<file path="config.mk">
export PLATFORM = sky130hd
export DESIGN_NAME = uart_rx
export DESIGN_NICKNAME = d
export VERILOG_FILES = /design/src/rtl/uart_rx.sv
export SDC_FILE = /design/constraint.sdc
export NUM_CORES = 1
export LEC_CHECK = 0
export ABC_AREA = 1
export BUFFER_PORTS_ARGS = -buffer_cell sky130_fd_sc_hd__buf_2
export CAP_MARGIN = 20
export CORE_ASPECT_RATIO = 0.6
export CORE_UTILIZATION = 23
export DETAILED_ROUTE_END_ITERATION = 6
export PLACE_DENSITY = 0.36
export SLEW_MARGIN = 20
export SYNTH_ARGS = -nofsm -noshare
export SYNTH_HDL_FRONTEND = slang
export SYNTH_SLANG_ARGS = --single-unit
</file>
<file path="constraint.sdc">
create_clock -name clk -period 1.6 [get_ports clk]
set_clock_uncertainty 0.1 [all_clocks]
set_input_delay 0.24 -clock clk [delete_from_list [all_inputs] [get_ports clk]]
set_output_delay 0.24 -clock clk [all_outputs]
set_load 0.02 [all_outputs]
</file>
<file path="src/rtl/uart_rx.sv">
// rtl/uart_rx.sv - 8N1 UART receiver with valid/ready output; optional FIFO via UART_RX_FIFO_EN
module uart_rx #(
   parameter int CLKS_PER_BIT = 868,
   parameter int FIFO_DEPTH   = 8
) (
   input  logic       clk,
   input  logic       rst_n,
   input  logic       rx,
   output logic [7:0] rx_data,
   output logic       rx_valid,
   input  logic       rx_ready,
   output logic       frame_err,
   output logic       overrun_err,
   output logic       busy
);

   localparam int CW = $clog2(CLKS_PER_BIT);
   localparam logic [CW-1:0] LAST_CNT = CW'(CLKS_PER_BIT - 1);
   localparam logic [CW-1:0] HALF_CNT = CW'(CLKS_PER_BIT / 2 - 1);

   typedef enum logic [2:0] {
      S_IDLE, S_START, S_DATA, S_STOP, S_WAIT_HIGH
   } state_t;

   logic          rx_meta_q, rx_s_q;
   state_t        state_q, state_d;
   logic [CW-1:0] cnt_q, cnt_d;
   logic [2:0]    bit_q, bit_d;
   logic [7:0]    shift_q, shift_d;
   logic          push_q, push_d;
   logic          ferr_pend_q, ferr_pend_d;
   logic          frame_err_q, overrun_q;

   // two-flop synchronizer, idles high so reset does not look like a start bit
   always_ff @(posedge clk or negedge rst_n) begin
      if (!rst_n) begin
         rx_meta_q <= 1'b1;
         rx_s_q    <= 1'b1;
      end else begin
         rx_meta_q <= rx;
         rx_s_q    <= rx_meta_q;
      end
   end

   // FSM and datapath registers; push/frame-error are staged one cycle before storage
   always_ff @(posedge clk or negedge rst_n) begin
      if (!rst_n) begin
         state_q     <= S_IDLE;
         cnt_q       <= '0;
         bit_q       <= '0;
         shift_q     <= '0;
         push_q      <= 1'b0;
         ferr_pend_q <= 1'b0;
         frame_err_q <= 1'b0;
      end else begin
         state_q     <= state_d;
         cnt_q       <= cnt_d;
         bit_q       <= bit_d;
         shift_q     <= shift_d;
         push_q      <= push_d;
         ferr_pend_q <= ferr_pend_d;
         frame_err_q <= ferr_pend_q;
      end
   end

   // next-state logic: mid-bit sampling after a half-bit start qualification
   always_comb begin
      state_d     = state_q;
      cnt_d       = cnt_q;
      bit_d       = bit_q;
      shift_d     = shift_q;
      push_d      = 1'b0;
      ferr_pend_d = 1'b0;
      case (state_q)
         S_IDLE: begin
            if (!rx_s_q) begin
               state_d = S_START;
               cnt_d   = '0;
            end
         end
         S_START: begin
            if (cnt_q == HALF_CNT) begin
               cnt_d = '0;
               if (!rx_s_q) begin
                  state_d = S_DATA;
                  bit_d   = '0;
               end else begin
                  state_d = S_IDLE;
               end
            end else begin
               cnt_d = cnt_q + 1'b1;
            end
         end
         S_DATA: begin
            if (cnt_q == LAST_CNT) begin
               cnt_d   = '0;
               shift_d = {rx_s_q, shift_q[7:1]};
               if (bit_q == 3'd7) state_d = S_STOP;
               else               bit_d   = bit_q + 1'b1;
            end else begin
               cnt_d = cnt_q + 1'b1;
            end
         end
         S_STOP: begin
            if (cnt_q == LAST_CNT) begin
               cnt_d = '0;
               if (rx_s_q) begin
                  push_d  = 1'b1;
                  state_d = S_IDLE;
               end else begin
                  ferr_pend_d = 1'b1;
                  state_d     = S_WAIT_HIGH;
               end
            end else begin
               cnt_d = cnt_q + 1'b1;
            end
         end
         S_WAIT_HIGH: begin
            if (rx_s_q) state_d = S_IDLE;
         end
         default: state_d = S_IDLE;
      endcase
   end

   assign busy      = (state_q != S_IDLE);
   assign frame_err = frame_err_q;

`ifdef UART_RX_FIFO_EN
   localparam int AW = $clog2(FIFO_DEPTH);

   logic [7:0]  mem_q [FIFO_DEPTH];
   logic [AW-1:0] wr_q, rd_q;
   logic [AW:0]   count_q;
   logic          full, pop, push_ok;

   assign full    = (count_q == (AW + 1)'(FIFO_DEPTH));
   assign pop     = (count_q != '0) && rx_ready;
   assign push_ok = push_q && (!full || pop);

   // circular FIFO, first-word fall-through; pointers wrap naturally at power-of-two depth
   always_ff @(posedge clk or negedge rst_n) begin
      if (!rst_n) begin
         for (int i = 0; i < FIFO_DEPTH; i++) mem_q[i] <= '0;
         wr_q      <= '0;
         rd_q      <= '0;
         count_q   <= '0;
         overrun_q <= 1'b0;
      end else begin
         if (push_ok) begin
            mem_q[wr_q] <= shift_q;
            wr_q        <= wr_q + 1'b1;
         end
         if (pop) rd_q <= rd_q + 1'b1;
         if (push_ok && !pop)      count_q <= count_q + 1'b1;
         else if (!push_ok && pop) count_q <= count_q - 1'b1;
         overrun_q <= push_q && !push_ok;
      end
   end

   assign rx_data  = mem_q[rd_q];
   assign rx_valid = (count_q != '0);
`else
   logic [7:0] hold_q;
   logic       valid_q, pop, load;

   assign pop  = valid_q && rx_ready;
   assign load = push_q && (!valid_q || pop);

   // single holding register; a byte arriving while full and unpopped is dropped
   always_ff @(posedge clk or negedge rst_n) begin
      if (!rst_n) begin
         hold_q    <= '0;
         valid_q   <= 1'b0;
         overrun_q <= 1'b0;
      end else begin
         if (load) hold_q <= shift_q;
         valid_q   <= load || (valid_q && !pop);
         overrun_q <= push_q && !load;
      end
   end

   assign rx_data  = hold_q;
   assign rx_valid = valid_q;
`endif

   assign overrun_err = overrun_q;

endmodule
</file>
# == Word-level counts from Yosys, hierarchy flattened ==
# Cells that the tools add are included.
# totals
ff_bits,39
output_inout_bits,12
elab_cells,71
# classes
n_addsub,2
n_eq_ne,15
muxes,24
reduce_logical,18
# op_table
operator,n
3-bit 2-to-1 mux,11
10-bit 2-to-1 mux,3
10-bit one-hot mux with 3 select lines,1
2-bit inequality test (second input constant),8
3-bit one-hot mux with 5 select lines,1
10-bit by 1-bit adder with 10-bit output (second input constant),1
10-bit == test (second input constant),1
10-bit by 9-bit == test with 1-bit output (second input constant),1
3-bit by 2-bit == test with 1-bit output (second input constant),2
3-bit == test (second input constant),2
1-bit 2-to-1 mux,6
3-bit one-hot mux with 2 select lines,1
6-bit AND reduction,1
3-bit nonzero test,2
5-bit AND reduction,1
1-bit logical AND,4
2-bit AND reduction,2
3-bit by 1-bit adder with 3-bit output (second input constant),1
3-bit by 1-bit == test with 1-bit output (second input constant),1
1-bit zero test,3
3-bit zero test,1
1-bit logical OR,2
2-bit 2-to-1 mux,1
2-bit nonzero test,1
2-bit OR reduction,1

# == Logic depth before layout (Yosys ltp) ==
# Gate-level depths: netlist of run 1.
# depth
ltp_word,5
ltp_mapped,9

# == Least setup slack after synthesis of run 1 ==
# No wires, ideal clock.
# synth_path
path_type,reg-to-reg
startpoint,register cnt_q[0]
endpoint,register shift_q[0]
t_arrival_ns,1.247
required_ns,1.379
slack_ns,0.133
stages_incl_launch_ff,8
path_buffers,1
synth_period_minus_slack_ns,1.467
cell_sequence,dfrtp_1 > ha_1 > nand2_1 > inv_1 > nand4_4 > nor2_8 > buf_8 > o21ai_1
# synth_via
elab_chain_len,2
# synth_lines
item,line,text
"start, declared",27,"logic [CW-1:0] cnt_q, cnt_d;"
"start signal, assigned",57,cnt_q <= cnt_d;
10-bit == test,95,if (cnt_q == LAST_CNT) begin
2-bit AND reduction (no source line),-,
"end signal, assigned",59,shift_q <= shift_d;
"end, declared",29,"logic [7:0] shift_q, shift_d;"
# Every way passes these cells.
# A chain may end at the register's enable or synchronous reset.

# == Worst setup path in the final report of run 1 ==
# layout_path
startpoint,register cnt_q[1]
endpoint,register bit_q[0]
# layout_via
elab_chain_len,3
word_cells_on_any_way,5
classes_between,eq/ne: 4; reduce/logical: 1
# layout_lines
item,line,text
10-bit == test / 10-bit by 9-bit == test with 1-bit output (equally long branches),"95, 82",
2-bit inequality test (no source line),-,
5-bit AND reduction (no source line) *,-,
"end signal, assigned",58,bit_q <= bit_d;
"end, declared",28,"logic [2:0] bit_q, bit_d;"
# Mark *: on every way between the ends. The rest lies on a longest branch, timed or not.

==> results of run 1 <==
==> layout make-up <==
type / count / area, µm²
clock buffers: 5 / 125
clock inverters: 3 / 43.8
repair buffers: 39 / 289
multi-input cells: 164 / 935
well taps: 112 / 140
inverters: 34 / 128
fillers: 931 / 5880
flip-flops and latches: 39 / 980
==> placed cells by master (no fill, tap or decap), drive strengths merged <==
cell type	netlist	final
a21oi	1	1
buf	3	37
bufinv	0	1
clkbuf	1	5
clkinv	0	2
dfrtp	37	37
dfstp	2	2
dlygate4sd3	0	2
ha	4	4
inv	34	34
nand2	68	68
nand3	23	23
nand3b	1	1
nand4	7	7
nor2	33	33
nor3	2	2
nor3b	1	1
o211ai	1	1
o21ai	20	20
xor2	3	3
==> path summary, 6_finish.rpt <==
path                                 from     endpoint  slack, ns
worst min-delay path             rx_ready  overrun_err       0.12
worst max-delay path             cnt_q[1]     bit_q[0]       0.05
max in group asynchronous           rst_n     cnt_q[4]       0.58
worst min register to register  rx_meta_q       rx_s_q       0.26
worst max register to register   cnt_q[1]     bit_q[0]       0.05
min in group asynchronous           rst_n   rx_data[7]       0.34
==> worst min-delay path, stage by stage <==
cell and delay (ns):
buf_2 0.07, inv_1 0.03, nand2_1 0.08, nor2_1 0.05
==> layer usage <==
layer  share of wire (%)  wire, µm  up-vias  GRT usage [%]
met3                 7.5       357        6           3.71
met1                  59      2800      702           19.0
met4                 1.1        51        0           3.61
met2                  33      1550       38           12.5
met5                   0         0        -              0
li1                    -         -      845              -
==> synth_stat cells, types with 2 or more instances <==
master,count,area [µm²]
ha_1,4,50.1
inv_2,7,26.3
nor2_2,3,18.8
dfstp_2,2,52.6
nor3_1,2,10.0
nand2_1,61,229
o21ai_1,7,35.0
o21ai_2,2,17.5
o21ai_0,11,55.1
dfrtp_1,37,926
nand4_1,6,37.5
nand2_2,6,37.5
xor2_1,3,26.3
inv_1,27,101
nand3_1,21,105
nor2_1,24,90.1
nor2_4,5,56.3
==> repair_timing <==
| action | 4_1_cts | 5_1_grt |
|---|---|---|
| endpoints found under the setup margin | 11 | 25 |
| endpoints found under the hold margin | 15 | 0 |
| pin swaps | 0 | 6 |
| setup buffers | 0 | 4 |
| resized for setup | 1 | 12 |
| hold buffers | 2 | 0 |
==> cells by family after synthesis <==
kind of cell / count (synthesis) / share of synthesized area (%)
fa+ha+maj: 4 / 2.47
flops: 39 / 48.3
simple gates: 135 / 33.6
compound gates: 22 / 6.49
buf+inv: 38 / 7.85
xor+xnor: 3 / 1.30
==> power groups by stage <==
stage               logic, mW  clock network, mW  registers, mW
global route           0.0460               1.22          0.993
global placement       0.0384                  0           1.01
CTS                    0.0417               1.20          0.993
floorplan             0.00591                  0           1.01
finish                 0.0394               1.16          0.993
detailed placement     0.0378                  0           1.01
==> through the flow <==
stage	setup WS [ns]	setup TNS [ns]	utilization, %
2_1_floorplan	0.133	0	-
3_3_place_gp	-0.0368	-0.223	27.8
3_5_place_dp	0.000666	0	27.8
4_1_cts	0.0142	0	30.0
5_1_grt	-0.0385	-0.226	31.0
6_report	0.0503	0	31.0
==> registers in the layout, summed over array words and instances (netlist names) <==
signal and count:
push_q 1, rx_s_q 1, bit_q 3, rx_meta_q 1, shift_q 8, frame_err 1, ferr_pend_q 1, cnt_q 10
overrun_err 1, rx_data 8, rx_valid 1, state_q 3
==> out/qor.yml, run 1 <==
rsz0062_at_grt: "true"
ys_warn_count: 0
dieWidth_um: 123
maxCapViolCount: 0
synthArstFlopShare_pct: 100
start_kind: "flop"
cpMaxStageDelayCell: "dfrtp_1"
syn_area_um2: 2020
cts_tree: "yes"
setup_viol_count_final: 0
path_max_fanout: 3
via_per_inst: 4.02
grt_first_pass_wirelength_um: 7630
endpoint_kind: "flop"
synth_cell_types: 30
synthFlopType: "dfrtp_1"
path_clk_slew_ns: 0.06
grt_usage_pct: 11.4
synth_edf_count: 0
path_common_cell: "nand2_1"
tightest_slew_ns: 0.449
final_hold_viol_count: 0
crit_family: "simple AND/OR/NAND/NOR gates"
path_class: "flop to flop"
rows: 26
start_util_pct: 23.8
boundaryPins: 16
ys_seq_area_share_pct: 48.3
cts-htree-levels: 2
grt_pass1_vias: 1406
hold_depth: 4
status: "finished, final reports clean"
port_buffers: 15
area_growth_pct: 30.4
routed_wirelength_um: 4760
path_depth: 9
clock-root-buffer: "clkbuf_16"
layout-drive-gt1-share_pct: 29.2
clkLatencyLatePin_ns: 0.28
min_period_over_period_pct: 96.9
antenna_found_initial: 0
max_stage_delay_ns: 0.43
instances_no_fill: 396
synth.avg_cell_area_um2: 8.40
worstPathCellList: "inv_2 -> ha_4 -> nand3_1 -> nor2_2 -> nand3_1 -> nand2_2 -> nand2_1 -> nand2_1 -> nand2_1"
relSlewSlack_pct: 70.1
syn_nets: 249
p_sw_share_pct: 20.7
total_power_mw: 2.19
fin_nets: 291
p_leak_nw: 1.33
clockBufferDepth: 2
reg2regPathDepth: 9
core_region_area_um2: 8520
drc: 0
cts_buffers: 5
pwr-share-clk_pct: 52.9
cts.sinks: 39
die_h_um: 74.7
place_congestion: 0.776
required_ns: 1.67
fin_area_um2: 2640
ant_nets: 0
via_count: 1591
comb_power_share_pct: 1.8
critPathArrivalTime_ns: 1.62
irDropWorstVdd_mv: 0.319
grt.overflow.total: 0
seqPwrFrac_pct: 45.3
diodes: 0
wl_per_cell_um: 12.0
intPower_mw: 1.74
worstPathBufferInverterCount: 1
cellPowerDensity_nw_per_um2: 831
syn-instance-count: 241
initialDrtViolationCount: 61
fin_crit_ns: 1.55
ys_seq_elements: 39
drt_pass1_iterations: 4
switchingPower_mw: 0.453
placed_area_um2: 2370
die_area_um2: 9190
holdWs_ns: 0.118
fmax_mhz: 645
placed_cells: 382
grt_max_degree: 24
dp_hpwl_um: 3630
min_path_type: "primary input to flop"
finalMaxSlewViolations: 0
No activity file was read; power rests on OpenSTA's default activity.
==> run 2: changes to the inputs <==
CTS_BUF_LIST = sky130_fd_sc_hd__clkbuf_8   (was default)
==> run 2 against run 1 <==
- largest power group is now registers
- sequential share of layout area is 0.54 points higher
- cell count stayed put
- critical endpoint is now cnt_q[2]
- worst hold slack worse by 0.019 ns
- clock power is 26% lower
==> out/qor.yml, run 2 (synthesis results as in run 1) <==
cts-htree-levels: 2  # unchanged
start_kind: "flop"
setup_viol_count_final: 0  # unchanged
fin_crit_ns: 1.54  # -0.00558 ns
fin_area_um2: 2610  # -1.2%
clock-root-buffer: "clkbuf_8"
holdWs_ns: 0.0994  # -0.0186 ns
grt_usage_pct: 11.5  # +0.11 points
multi_input_area_um2: 957  # +2.4%
cts_buffers: 5  # unchanged
drt_pass1_iterations: 4  # unchanged
start_util_pct: 23.8  # unchanged
finalMaxSlewViolations: 0  # unchanged
grt_max_degree: 24  # unchanged
grt.overflow.total: 0  # unchanged
mostFrequentLayoutCells: "nand2_1 (59), dfrtp_1 (34), inv_1 (26)"
grt_pass1_vias: 1439  # +2.3%
regMostFlops: "cnt_q"
fmax_mhz: 648  # +0.36%
ant_nets: 0  # unchanged
clkLatencyLatePin_ns: 0.30  # +0.02 ns
hold_depth: 4  # unchanged
boundaryPins: 16  # unchanged
r2r-end: "cnt_q[2]"
path_clk_slew_ns: 0.08  # +0.02 ns
worstHoldStart: "rx_ready"
reg2regPathDepth: 9  # unchanged
area_growth_pct: 28.9
layout-drive-gt1-share_pct: 31.3  # +2.1 points
endpoint_kind: "flop"
cts.sinks: 39  # unchanged
min_path_type: "primary input to flop"
worstPathCellList: "inv_2 -> ha_4 -> nand3_2 -> nor2_4 -> nand2_2 -> nand2_4 -> nand2_4 -> nor2_4 -> nor2_1"
grt_first_pass_wirelength_um: 7650  # +0.28%
wl_per_cell_um: 12.1  # +0.67%
pre_cts_slack_ns: 0.000666  # unchanged
die_area_um2: 9190  # unchanged
largest_reg_flops: 10  # unchanged
cellPowerDensity_nw_per_um2: 722  # -13%
postLayoutSetupSlackWorst_ns: 0.0559  # +0.00558 ns
grtUsageMet1_pct: 19.0  # -0.020 points
cts_tree: "yes"
clockBufferDepth: 2  # unchanged
via_count: 1610  # +1.2%
routed_wirelength_um: 4790  # +0.67%
max_stage_delay_ns: 0.44  # about the same
path_class: "flop to flop"
p_leak_nw: 1.30  # -2.1%
via_per_inst: 4.07  # +1.2%
place_congestion: 0.776  # unchanged
tightest_slew_ns: 0.447  # -0.00259 ns
maxCapViolCount: 0  # unchanged
antenna_found_initial: 0  # unchanged
diodes: 0  # unchanged
critPathArrivalTime_ns: 1.64  # +0.02 ns
drc: 0  # unchanged
rrSetupSlack_ns: 0.06  # about the same
num-fill-cells: 936  # +0.54%
status: "finished, final reports clean"
dieWidth_um: 123  # unchanged
core_region_area_um2: 8520  # unchanged
required_ns: 1.69  # +0.02 ns
path_max_fanout: 4  # +1
met2_usage_pct: 12.6  # +0.062 points
min_period_over_period_pct: 96.5  # -0.35 points
relSlewSlack_pct: 70.2  # +0.17 points
whs_endpoint: "overrun_err"
port_buffers: 15  # unchanged
initialDrtViolationCount: 58  # -4.9%
regArea_um2: 982  # +0.26%
grtUsageMet3_pct: 3.94  # +0.23 points
rows: 26  # unchanged
die_h_um: 74.7  # unchanged
cpMaxStageDelayCell: "dfrtp_1"
fin_nets: 291  # unchanged
irDropWorstVdd_mv: 0.331  # +3.7%
placed_area_um2: 2370  # unchanged
final_hold_viol_count: 0  # unchanged
total_power_mw: 1.88  # -14%
final_common_cell: "nand2_1"
r2r-start: "cnt_q[1]"
top_usage_layer: "met1"
dp_hpwl_um: 3630  # unchanged
## run 2: cell types whose count changed in the layout (fill, tap and decap cells not counted)
cell | before | now
nand3_1 | 21 | 18
clkbuf_8 | 0 | 5
dfrtp_1 | 36 | 34
nor2_1 | 23 | 22
nor2_4 | 7 | 8
nand3_2 | 1 | 4
dfrtp_2 | 1 | 3
clkbuf_16 | 5 | 0
## run 2: stage by stage
| step | util (%) | setup TNS, ns | std cells |
|---|---|---|---|
| 2_1_floorplan | - | 0 | 241 |
| 3_3_place_gp | 27.8 | -0.223 | 382 |
| 3_5_place_dp | 27.8 | 0 | 382 |
| 4_1_cts | 29.4 | 0 | 392 |
| 5_1_grt | 30.6 | -0.0659 | 396 |
| 6_report | 30.6 | 0 | 396 |
## run 2: cell type report
class                   instances  area share (%)
clock buffers                   5            2.64
multi-input cells             164            36.7
clock inverters                 3            1.68
inverters                      34            4.89
repair buffers                 39            11.1
flip-flops and latches         39            37.6
well taps                     112            5.37
## run 2: what timing repair did
item                       in CTS  in global routing
buffers inserted                0                  4
pin swaps                       0                  7
hold buffers                    2                  0
setup endpoints to repair      12                 25
hold endpoints to repair       15                  0
resized for setup               2                 18
## run 2: how the worst max path moves through the flow
stage,slack (ns),endpoint,cells after the start,from
2_1_floorplan,0.13,shift_q[0],7,cnt_q[0]
3_3_place_gp,-0.04,shift_q[0],8,cnt_q[0]
3_5_place_dp,0.0007,shift_q[0],8,cnt_q[0]
4_1_cts,0.02,shift_q[3],8,cnt_q[0]
5_1_grt,-0.02,shift_q[0],8,cnt_q[1]
6_report,0.06,cnt_q[2],9,cnt_q[1]
## run 2: power by group
group,internal [mW],switching [mW],total [mW]
Sequential,0.989,0.00234,0.992
Combinational,0.0135,0.0262,0.0396
Clock,0.465,0.389,0.853
## run 2: per-layer routing
metal  vias to the layer above  share of wire [%]
met1                       730                 60
met4                         0                1.3
met3                         8                5.2
met5                         -                  0
met2                        26                 33
li1                        846                  -
## run 2: critical path, delay by kind of cell (launching register included)
kind          cells  cell delay [ns]
simple gates      7             0.65
flops             1             0.44
fa+ha+maj         1             0.13
buf+inv           1             0.10
